==> src/rtl/cycle_bcd_converter_pkg.sv <==
// Shared types and constants for the sequential binary-to-BCD converter.
package cycle_bcd_pkg;

  typedef enum logic [1:0] {
    IDLE,
    SHIFT,
    FINISH
  } state_e;

  localparam int BIN_W       = 32;
  localparam int SCR_DIGITS  = 10;
  localparam int OUT_DIGITS  = 8;
  localparam int SHIFT_COUNT = 32;

  localparam logic [31:0] SAT_BCD = 32'h99999999;

endpackage

==> src/rtl/cycle_bcd_converter_if.sv <==
// Conversion request/result bundle between the cycle counter path and the display driver.
interface cycle_bcd_converter_if;
  import cycle_bcd_pkg::*;

  logic [BIN_W-1:0]        bin;
  logic                    start;
  logic [4*OUT_DIGITS-1:0] bcd;
  logic [OUT_DIGITS-1:0]   digit_en;
  logic                    overflow;
  logic                    busy;
  logic                    done;

  modport master (
    output bin, start,
    input  bcd, digit_en, overflow, busy, done
  );

  modport slave (
    input  bin, start,
    output bcd, digit_en, overflow, busy, done
  );

endinterface

==> src/rtl/cycle_bcd_converter_digit_adj.sv <==
// Double-dabble nibble correction: a BCD digit of 5 or more gets 3 added before the shift.
module bcd_digit_adj (
  input  logic [3:0] nib_i,
  output logic [3:0] nib_o
);

  // Inputs above 9 never occur, so the 4-bit sum cannot wrap.
  assign nib_o = (nib_i >= 4'd5) ? nib_i + 4'd3 : nib_i;

endmodule

==> src/rtl/cycle_bcd_converter.sv <==
// Sequential double-dabble converter: one shift per clock, result held stable between conversions.
module cycle_bcd_converter
  import cycle_bcd_pkg::*;
#(
  parameter int REFRESH_CYCLES = 0,
  parameter int DIGITS         = 8
) (
  input logic                  clk,
  input logic                  resetn,
  cycle_bcd_converter_if.slave bus
);

  localparam logic        REFRESH_EN   = (REFRESH_CYCLES != 0);
  localparam logic [31:0] REFRESH_LAST = REFRESH_EN ? 32'(REFRESH_CYCLES - 1) : 32'd0;
  localparam int          SCR_W        = 4 * SCR_DIGITS;

  state_e                  state_q, state_d;
  logic [BIN_W-1:0]        shreg_q, shreg_d;
  logic [SCR_W-1:0]        scratch_q, scratch_d, scratch_adj;
  logic [5:0]              count_q, count_d;
  logic [31:0]             refresh_q, refresh_d;
  logic [4*OUT_DIGITS-1:0] bcd_q, bcd_d;
  logic [OUT_DIGITS-1:0]   digit_en_q, digit_en_d;
  logic                    overflow_q, overflow_d;
  logic                    done_q, done_d;
  logic                    trigger;
  logic [SCR_W+BIN_W-1:0]  shifted;
  logic                    unused_adj_msb;
  int                      msd;

  for (genvar g = 0; g < SCR_DIGITS; g++) begin : g_adj
    bcd_digit_adj u_adj (
      .nib_i (scratch_q[4*g +: 4]),
      .nib_o (scratch_adj[4*g +: 4])
    );
  end

  // The top scratch digit can never reach 5, so its adjusted value never carries out.
  assign shifted        = {scratch_adj[SCR_W-2:0], shreg_q, 1'b0};
  assign unused_adj_msb = scratch_adj[SCR_W-1];
  assign trigger        = bus.start || (REFRESH_EN && (refresh_q == REFRESH_LAST));

  always_ff @(posedge clk or negedge resetn) begin
    if (!resetn) begin
      state_q    <= IDLE;
      shreg_q    <= '0;
      scratch_q  <= '0;
      count_q    <= '0;
      refresh_q  <= '0;
      bcd_q      <= '0;
      digit_en_q <= 8'h01;
      overflow_q <= 1'b0;
      done_q     <= 1'b0;
    end else begin
      state_q    <= state_d;
      shreg_q    <= shreg_d;
      scratch_q  <= scratch_d;
      count_q    <= count_d;
      refresh_q  <= refresh_d;
      bcd_q      <= bcd_d;
      digit_en_q <= digit_en_d;
      overflow_q <= overflow_d;
      done_q     <= done_d;
    end
  end

  always_comb begin
    state_d    = state_q;
    shreg_d    = shreg_q;
    scratch_d  = scratch_q;
    count_d    = count_q;
    refresh_d  = refresh_q;
    bcd_d      = bcd_q;
    digit_en_d = digit_en_q;
    overflow_d = overflow_q;
    done_d     = 1'b0;
    msd        = 0;
    unique case (state_q)
      IDLE: begin
        if (trigger) begin
          shreg_d   = bus.bin;
          scratch_d = '0;
          count_d   = '0;
          refresh_d = '0;
          state_d   = SHIFT;
        end else if (REFRESH_EN && !done_q) begin
          // The cycle showing done still belongs to the conversion, not the idle gap.
          refresh_d = refresh_q + 32'd1;
        end
      end
      SHIFT: begin
        scratch_d = shifted[SCR_W+BIN_W-1:BIN_W];
        shreg_d   = shifted[BIN_W-1:0];
        count_d   = count_q + 6'd1;
        if (count_q == 6'(SHIFT_COUNT - 1)) begin
          state_d = FINISH;
        end
      end
      FINISH: begin
        overflow_d = |scratch_q[SCR_W-1:4*OUT_DIGITS];
        bcd_d      = overflow_d ? SAT_BCD : scratch_q[4*OUT_DIGITS-1:0];
        for (int i = 0; i < DIGITS; i++) begin
          if (bcd_d[4*i +: 4] != 4'd0) begin
            msd = i;
          end
        end
        for (int j = 0; j < OUT_DIGITS; j++) begin
          digit_en_d[j] = (j <= msd);
        end
        done_d  = 1'b1;
        state_d = IDLE;
      end
      default: state_d = IDLE;
    endcase
  end

  always_comb begin
    bus.bcd      = bcd_q;
    bus.digit_en = digit_en_q;
    bus.overflow = overflow_q;
    bus.busy     = (state_q != IDLE);
    bus.done     = done_q;
  end

endmodule

==> src/flat_wrapper.sv <==
// flat-port wrapper written by rule: the top's interface ports become plain ports
module cycle_bcd_converter_flat import cycle_bcd_pkg::*;
#(
  parameter int REFRESH_CYCLES = 0,
  parameter int DIGITS         = 8
)
  (clk, resetn, bus_bin, bus_start, bus_bcd, bus_digit_en, bus_overflow, bus_busy, bus_done);
  cycle_bcd_converter_if bus_i ();
  input logic clk;
  input logic resetn;
  input wire logic [$bits(bus_i.bin)-1:0] bus_bin;
  input wire logic [$bits(bus_i.start)-1:0] bus_start;
  output wire logic [$bits(bus_i.bcd)-1:0] bus_bcd;
  output wire logic [$bits(bus_i.digit_en)-1:0] bus_digit_en;
  output wire logic [$bits(bus_i.overflow)-1:0] bus_overflow;
  output wire logic [$bits(bus_i.busy)-1:0] bus_busy;
  output wire logic [$bits(bus_i.done)-1:0] bus_done;
  assign bus_i.bin = bus_bin;
  assign bus_i.start = bus_start;
  assign bus_bcd = bus_i.bcd;
  assign bus_digit_en = bus_i.digit_en;
  assign bus_overflow = bus_i.overflow;
  assign bus_busy = bus_i.busy;
  assign bus_done = bus_i.done;
  cycle_bcd_converter #(.REFRESH_CYCLES(REFRESH_CYCLES), .DIGITS(DIGITS)) u_core (.clk(clk), .resetn(resetn), .bus(bus_i));
endmodule
==> config.mk <==
export PLATFORM = sky130hd
export DESIGN_NAME = cycle_bcd_converter_flat
export DESIGN_NICKNAME = d
export VERILOG_FILES = /design/src/rtl/cycle_bcd_converter_pkg.sv /design/src/rtl/cycle_bcd_converter_if.sv /design/src/rtl/cycle_bcd_converter_digit_adj.sv /design/src/rtl/cycle_bcd_converter.sv /design/src/flat_wrapper.sv
export SDC_FILE = /design/constraint.sdc
export NUM_CORES = 1
export LEC_CHECK = 0
export ABC_AREA = 1
export CAP_MARGIN = 10
export CORE_MARGIN = 8
export CORE_UTILIZATION = 55
export CTS_CLUSTER_SIZE = 40
export DETAILED_ROUTE_END_ITERATION = 16
export PLACE_DENSITY = 0.8
export SYNTH_ARGS = -nofsm -noshare
export SYNTH_HDL_FRONTEND = slang
export SYNTH_SLANG_ARGS = --single-unit
==> constraint.sdc <==
create_clock -name clk -period 4.62 [get_ports clk]
set_input_delay 0.924 -clock clk [delete_from_list [all_inputs] [get_ports clk]]
set_output_delay 0.924 -clock clk [all_outputs]
set_load 0.1 [all_outputs]
==> results.tsv, run 1 <==
metric	value	unit
syn_nets	688	
post_drt_wl_per_cell	15.8	um
cts-root-buf	clkbuf_8	
slew_headroom	33.6	%
post_cts_buffers	0	
drtIter0Drc	357	
ys.flop_type	dfrtp_1	
period_needed	3130	ps
cts_hold_buf	0	
grtUsageTotal	19.7	%
dp_hpwl	9020	um
antenna_cells	0	
core	10200	sq um
setup_violations	0	
num_rows	37	
grt.overflow.total	0	
final_nets	763	
fin_skew	7.26	ps
num-fill-cells	764	
grt_pass1_vias	4779	
status	finished, final reports clean	
grt_setup_unrepaired	false	
firstDrtPassIters	5	
ys_ff_latch	122	
cts_buffers	17	
crit_path_max_fanout	3	
worst_hold_path_type	input pin to asynchronous set/reset pin	
syn_to_final_growth	25.2	%
hold_viol	0	
syn_area_per_cell	9.12	sq um
crit_path_start_kind	flip-flop	
fmax	319	MHz
grt_pass1_wl	22900	um
antenna_found_initial	0	
arrival	2210	ps
ys_types	34	
die_h	118	um
pin_count	78	
cts_buffer_depth	2	
setup-tns-final	0	ps
synth-seq-area-share	53.2	%
grt_max_degree	60	
end_kind	output port	
clk_latency	520	ps
clkTransAtPathRegs	60	ps
vias	4754	
ant_nets	0	
ys_async_sr_fraction	100	%
path_class	flip-flop to output port	
drive_gt1_share	9.33	%
ctsResizeCount	0	
ys_warn_count	0	
wl	13500	um
die_w	118	um
cts_sinks	122	
slew_violations	0	
required	3700	ps
start_util	56.2	%
dieArea	14000	sq um
cts_tree	yes	
vias_per_cell	5.57	
fin_crit_sh	67.8	%
drcViolationCount	0	
h-tree-depth	4	
synth.cell_area	5750	sq um
maxCapViolCount	0	
synth-edff-count	0	
gp_congestion	0.866	
io_buffers	77	
netlist_instances	630	
worst_pin_slew	993	ps
[state kept, by name, summed over array words and instances (netlist names)]
signal / cells
u_core.scratch_q: 40
u_core.bus.bcd: 32
u_core.shreg_q: 32
u_core.bus.digit_en: 8
u_core.count_q: 6
u_core.state_q: 2
u_core.bus.done: 1
u_core.bus.overflow: 1
[final timing paths]
check                                     start            endpoint  slack, ps  cells after the start
setup / recovery              u_core.state_q[1]            bus_busy       1490                      3
hold / removal                           resetn  u_core.bus.bcd[15]        460                      1
setup reg to reg           u_core.scratch_q[33]  u_core.bus.bcd[10]       2040                     10
hold reg to reg               u_core.bus.bcd[1]   u_core.bus.bcd[1]        480                      2
max in group asynchronous                resetn   u_core.count_q[3]       3190                      2
min in group clk              u_core.bus.bcd[1]   u_core.bus.bcd[1]        480                      2
[layout by cell type, fill, tap and decap left out, types with 6 or more instances in the layout]
| cell type | netlist | final |
|---|---|---|
| clkdlybuf4s50_1 | 0 | 76 |
| o32ai_1 | 8 | 8 |
| nand2_1 | 110 | 110 |
| nand3_1 | 30 | 30 |
| a22oi_1 | 20 | 20 |
| nor2_1 | 53 | 53 |
| inv_1 | 68 | 68 |
| dfrtp_1 | 121 | 121 |
| o22ai_1 | 18 | 18 |
| clkbuf_16 | 0 | 16 |
| or2_2 | 10 | 10 |
| o21ai_0 | 67 | 67 |
| ha_1 | 23 | 23 |
| a31oi_1 | 7 | 7 |
| xor2_1 | 9 | 9 |
| inv_2 | 6 | 6 |
| a21oi_1 | 20 | 20 |
| o211ai_1 | 7 | 7 |
[worst max-delay path, cell delays in order (launching register included)]
cell and delay, ps:
dfrtp_1 400, nor2_1 110, inv_1 60, clkdlybuf4s50_1 1120
[final cells by class]
cell class,instances,area [sq um],area share [%]
multi-input cells,409,2300,31.9
repair buffers,81,798,11.1
flip-flops and latches,122,3050,42.4
well taps,136,170,2.36
inverters,74,278,3.86
clock buffers,18,428,5.95
clock inverters,14,171,2.38
[routing by layer]
| layer | track usage [%] | routed length (um) | up-vias |
|---|---|---|---|
| met5 | 0 | 0 | - |
| met4 | 6.33 | 225 | 0 |
| met3 | 6.19 | 910 | 23 |
| met2 | 31.9 | 6480 | 166 |
| li1 | - | - | 2261 |
| met1 | 24.8 | 5920 | 2304 |
[Yosys cell counts (2+ instances only)]
master    number  share of area [%]
o22ai_1       18                2.0
nand3_2        3               0.52
inv_2          6               0.39
dfrtp_1      121                 53
a21oi_1       20                1.7
nor2_4         4               0.78
xor2_1         9                1.4
nor2_1        53                3.5
o32ai_1        8                1.2
a31oi_1        7               0.76
nand2_1      110                7.2
nand3_1       30                2.6
a22o_1         2               0.30
clkbuf_1      11               0.72
nor3_1         3               0.26
a32o_1         3               0.52
a22oi_1       20                2.6
buf_2         13                1.1
o21ai_0       67                5.8
nor2_2         4               0.44
ha_1          23                5.0
o211ai_1       7               0.91
or2_2         10                1.1
inv_1         68                4.4
[cells by family after synthesis]
logic type      Yosys count  share of synthesized area [%]
buf+inv                  99                           6.88
compound gates          156                           16.4
flops                   122                           53.2
fa+ha+maj                23                           5.01
simple gates            220                           17.1
xor+xnor                 10                           1.52
[through the flow]
step | hold slack [ps] | instance area, sq um | setup WS [ps] | utilization, % | instances
after global placement | 467 | 6600 | 1750 | 64.5 | 822
after floorplan | 449 | 5750 | 2640 | - | 630
final | 460 | 7200 | 1490 | 70.3 | 854
after CTS | 486 | 7200 | 1470 | 70.3 | 854
after detailed placement | 470 | 6600 | 1700 | 64.5 | 822
after global routing | 513 | 7200 | 1390 | 70.3 | 854
Power of run 1 is left out: the tool's default activity adds up to more than one toggle a clock period on the data nets, which glitch-free logic cannot reach.
==> run 2, diff against run 1 <==
==> constraint.sdc (replaced) <==
create_clock -name clk -period 3 [get_ports clk]
set_input_delay 0.6 -clock clk [delete_from_list [all_inputs] [get_ports clk]]
set_output_delay 0.6 -clock clk [all_outputs]
set_load 0.1 [all_outputs]
==> results.tsv, run 2 (synthesized netlist as in run 1, its figures left out) <==
metric	value	unit
status	finished, final reports clean	
clkTransAtPathRegs	60	ps
grt.overflow.total	0	
arrival	2570	ps
vias	4778	
core	10200	sq um
final_common_cell	dfrtp_1	
regMostFlops	u_core.scratch_q	
crit_path_max_fanout	16	
slew_headroom	45.6	%
drive_gt1_share	15.8	%
cts_buffer_depth	2	
io_buffers	77	
period_needed	2140	ps
gp_congestion	0.843	
h-tree-depth	4	
firstDrtPassIters	5	
startpoint	u_core.scratch_q[36]	
post_drt_wl_per_cell	16.0	um
fin_skew	7.31	ps
cts-root-buf	clkbuf_8	
drcViolationCount	0	
crit_path_start_kind	flip-flop	
setup_violations	0	
worst_hold_path_type	input pin to asynchronous set/reset pin	
final_cell_mix	121 x dfrtp_1, 110 x nand2_1, 68 x inv_1, 67 x o21ai_0, 53 x nor2_1	
cts_sinks	122	
wl	13800	um
rr_endpoint	u_core.bus.bcd[6]	
ctsResizeCount	0	
required	3430	ps
worst-r2r-cell-count	10	
dp_hpwl	9180	um
die_w	118	um
die_h	118	um
hold_viol	0	
fin_crit_sh	71.5	%
slew_violations	0	
largest_register_ffs	40	
r2r_slack	860	ps
clk_latency	520	ps
grt_max_degree	65	
path_class	flip-flop to flip-flop	
post_cts_buffers	0	
syn_to_final_growth	25.8	%
cts_tree	yes	
setup-tns-final	0	ps
fmax	466	MHz
cts_hold_buf	0	
grt_setup_unrepaired	false	
pin_count	78	
grtUsageTotal	20.2	%
end_kind	flip-flop	
worst_pin_slew	816	ps
cts_buffers	17	
antenna_cells	0	
maxCapViolCount	0	
vias_per_cell	5.56	
dieArea	14000	sq um
r2r_start	u_core.scratch_q[36]	
grt_pass1_vias	4963	
drtIter0Drc	368	
final_nets	768	
num_rows	37	
start_util	56.2	%
antenna_found_initial	0	
grt_pass1_wl	23400	um
ant_nets	0	
## run 2: cell types whose count changed in the layout (fill, tap and decap cells not counted), moves of 2 or more
cell,change
clkinv_4,-3
clkdlybuf4s50_1,-43
inv_6,-2
buf_12,+2
clkbuf_8,+2
clkinv_2,-2
bufinv_16,+3
buf_4,+46
## run 2: per-layer routing
layer | global-route usage (%) | wire length [um] | share of wire, %
met5 | 0 | 0 | 0
met4 | 9.61 | 326 | 2.4
met3 | 5.95 | 969 | 7.0
met2 | 31.8 | 6460 | 47
met1 | 25.1 | 6010 | 44
## run 2: worst max path at each step
stage,to
global route,u_core.bus.bcd[26]
finish,u_core.bus.bcd[6]
global placement,u_core.scratch_q[33]
detailed placement,u_core.scratch_q[31]
CTS,u_core.bus.bcd[6]
floorplan,bus_busy
## run 2: worst max-delay path, stage by stage (launching register included)
cell and delay [ps]:
dfrtp_1 400, inv_1 140, ha_1 160, nand2_1 50
inv_1 60, nand2_1 80, nor2_4 310, inv_2 120
nor2_2 290, inv_2 220, o21ai_0 220
## run 2: final cells by class
class                           instances  area [sq um]
Sequential cell                       122          3050
Fill cell                             764          3010
Multi-Input combinational cell        409          2300
Timing Repair Buffer                   86           753
Clock buffer                           21           459
Inverter                               74           278
Clock inverter                         11           215
Tap cell                              136           170
## run 2: stage by stage
stage / util (%) / instances / hold WS, ps / cell area (sq um) / setup WS (ps)
2_1_floorplan: - / 630 / 304 / 5750 / 1340
3_3_place_gp: 64.0 / 827 / 467 / 6550 / 924
3_5_place_dp: 64.0 / 827 / 472 / 6550 / 891
4_1_cts: 70.6 / 859 / 202 / 7230 / 850
5_1_grt: 70.6 / 859 / 251 / 7230 / 716
6_report: 70.6 / 859 / 177 / 7230 / 856
Power of run 2 is left out for the same reason.
==> run 3, diff against run 2 <==
--- a/config.mk
+++ b/config.mk
@@ -8,10 +8,10 @@
 export ABC_AREA = 1
 export CAP_MARGIN = 10
 export CORE_MARGIN = 8
-export CORE_UTILIZATION = 55
+export CORE_UTILIZATION = 50
 export CTS_CLUSTER_SIZE = 40
 export DETAILED_ROUTE_END_ITERATION = 16
-export PLACE_DENSITY = 0.8
+export PLACE_DENSITY = 0.77
 export SYNTH_ARGS = -nofsm -noshare
 export SYNTH_HDL_FRONTEND = slang
 export SYNTH_SLANG_ARGS = --single-unit
==> constraint.sdc (replaced) <==
create_clock -name clk -period 1.9 [get_ports clk]
set_input_delay 0.38 -clock clk [delete_from_list [all_inputs] [get_ports clk]]
set_output_delay 0.38 -clock clk [all_outputs]
set_load 0.1 [all_outputs]
==> results.tsv, run 3 (synthesized netlist as in run 1, its figures left out) <==
metric	value	unit
final_nets	783	
start_util	50.8	%
cts_sinks	122	
vias	4930	
antenna_cells	0	
setup_violations	0	
final_common_cell	dfrtp_1	
dp_hpwl	9840	um
cts_buffer_depth	2	
ant_nets	0	
h-tree-depth	4	
period_needed	1810	ps
grt_pass1_wl	23500	um
required	2200	ps
crit_path_max_fanout	6	
holdWs	313	ps
vias_per_cell	5.60	
end_kind	flip-flop	
pin_count	78	
regMostFlops	u_core.scratch_q	
hold_viol	0	
core	11300	sq um
drtIter0Drc	519	
cts_tree	yes	
io_buffers	77	
drive_gt1_share	18.2	%
worst_pin_slew	532	ps
antenna_found_initial	0	
fin_skew	7.23	ps
drcViolationCount	0	
slew_headroom	64.4	%
post_drt_wl_per_cell	16.5	um
arrival	2110	ps
num_rows	39	
fin_crit_sh	95.1	%
largest_register_ffs	40	
crit_path_start_kind	flip-flop	
clk_latency	420	ps
die_w	123	um
slew_violations	0	
status	finished, final reports clean	
gp_congestion	0.814	
fmax	553	MHz
cts_buffers	17	
grt_max_degree	68	
grt.overflow.total	0	
firstDrtPassIters	5	
final_cell_mix	120 x dfrtp_1, 108 x nand2_1, 66 x o21ai_0, 63 x inv_1, 53 x nor2_1	
grtUsageTotal	19.6	%
maxCapViolCount	0	
grt_pass1_vias	4971	
worst_hold_path_type	input pin to asynchronous set/reset pin	
path_class	flip-flop to flip-flop	
cts-root-buf	clkbuf_16	
wl	14600	um
clkTransAtPathRegs	50	ps
dieArea	15200	sq um
die_h	123	um
syn_to_final_growth	32.4	%
-- run 3: cell count changes in the layout (fill, tap and decap cells not counted), moves of 3 or more --
cell	delta
buf_12	+26
buf_4	-14
bufinv_16	-5
inv_1	-5
inv_2	+4
clkbuf_1	+3
clkinv_2	+3
-- run 3: metal layers --
layer  part of all wire [%]  GRT usage [%]  wire, um  vias up
met3                    7.8           5.75      1140       40
met2                     48           32.3      6990      207
met1                     41           23.3      6040     2384
li1                       -              -         -     2299
met4                    2.7           8.80       392        0
met5                      0              0         0        -
-- run 3: final timing paths --
| check | from | endpoint | slack, ps | cells past startpoint |
|---|---|---|---|---|
| worst max-delay path | u_core.scratch_q[33] | u_core.bus.digit_en[1] | 90 | 12 |
| worst min-delay path | resetn | u_core.bus.bcd[13] | 310 | 2 |
| worst max register to register | u_core.scratch_q[33] | u_core.bus.digit_en[1] | 90 | 12 |
| worst min register to register | u_core.shreg_q[28] | u_core.shreg_q[28] | 480 | 2 |
| max in group asynchronous | resetn | u_core.bus.digit_en[0] | 970 | 3 |
| min in group clk | u_core.shreg_q[28] | u_core.shreg_q[28] | 480 | 2 |
-- run 3: per-stage QoR --
| step | util (%) | area (sq um) | cells | setup WS [ps] | setup TNS, ps |
|---|---|---|---|---|---|
| 4_1_cts | 66.3 | 7510 | 874 | 4.33 | 0 |
| 5_1_grt | 67.2 | 7600 | 881 | -23.1 | -29.2 |
| 3_3_place_gp | 61.3 | 6940 | 841 | 180 | 0 |
| 6_report | 67.2 | 7600 | 881 | 93.3 | 0 |
| 3_5_place_dp | 61.3 | 6940 | 841 | 35.1 | 0 |
| 2_1_floorplan | - | 5750 | 630 | 295 | 0 |
-- run 3: worst max-delay path, stage by stage, from the launching register on --
cell     delay (ps)
dfrtp_1         400
inv_2           100
ha_1            160
nand2_2          50
inv_2            50
nand2_2          60
nor2_4          200
buf_6           150
nand3_4          70
nor2_4          140
nand3_2         120
nor2_2          140
a21oi_1          70
-- run 3: cell type report --
class / count / area [sq um]
Clock buffer: 25 / 495
Clock inverter: 7 / 65.1
Fill cell: 876 / 3720
Inverter: 74 / 280
Multi-Input combinational cell: 409 / 2330
Sequential cell: 122 / 3060
Tap cell: 143 / 179
Timing Repair Buffer: 101 / 1200
-- run 3: repair_timing --
| item | in CTS | in global routing |
|---|---|---|
| buffers inserted | 0 | 7 |
| endpoints found under the hold margin | 3 | 0 |
| gates resized for setup | 0 | 17 |
| hold buffers | 1 | 0 |
| endpoints found under the setup margin | 0 | 31 |
Power of run 3 is left out for the same reason.
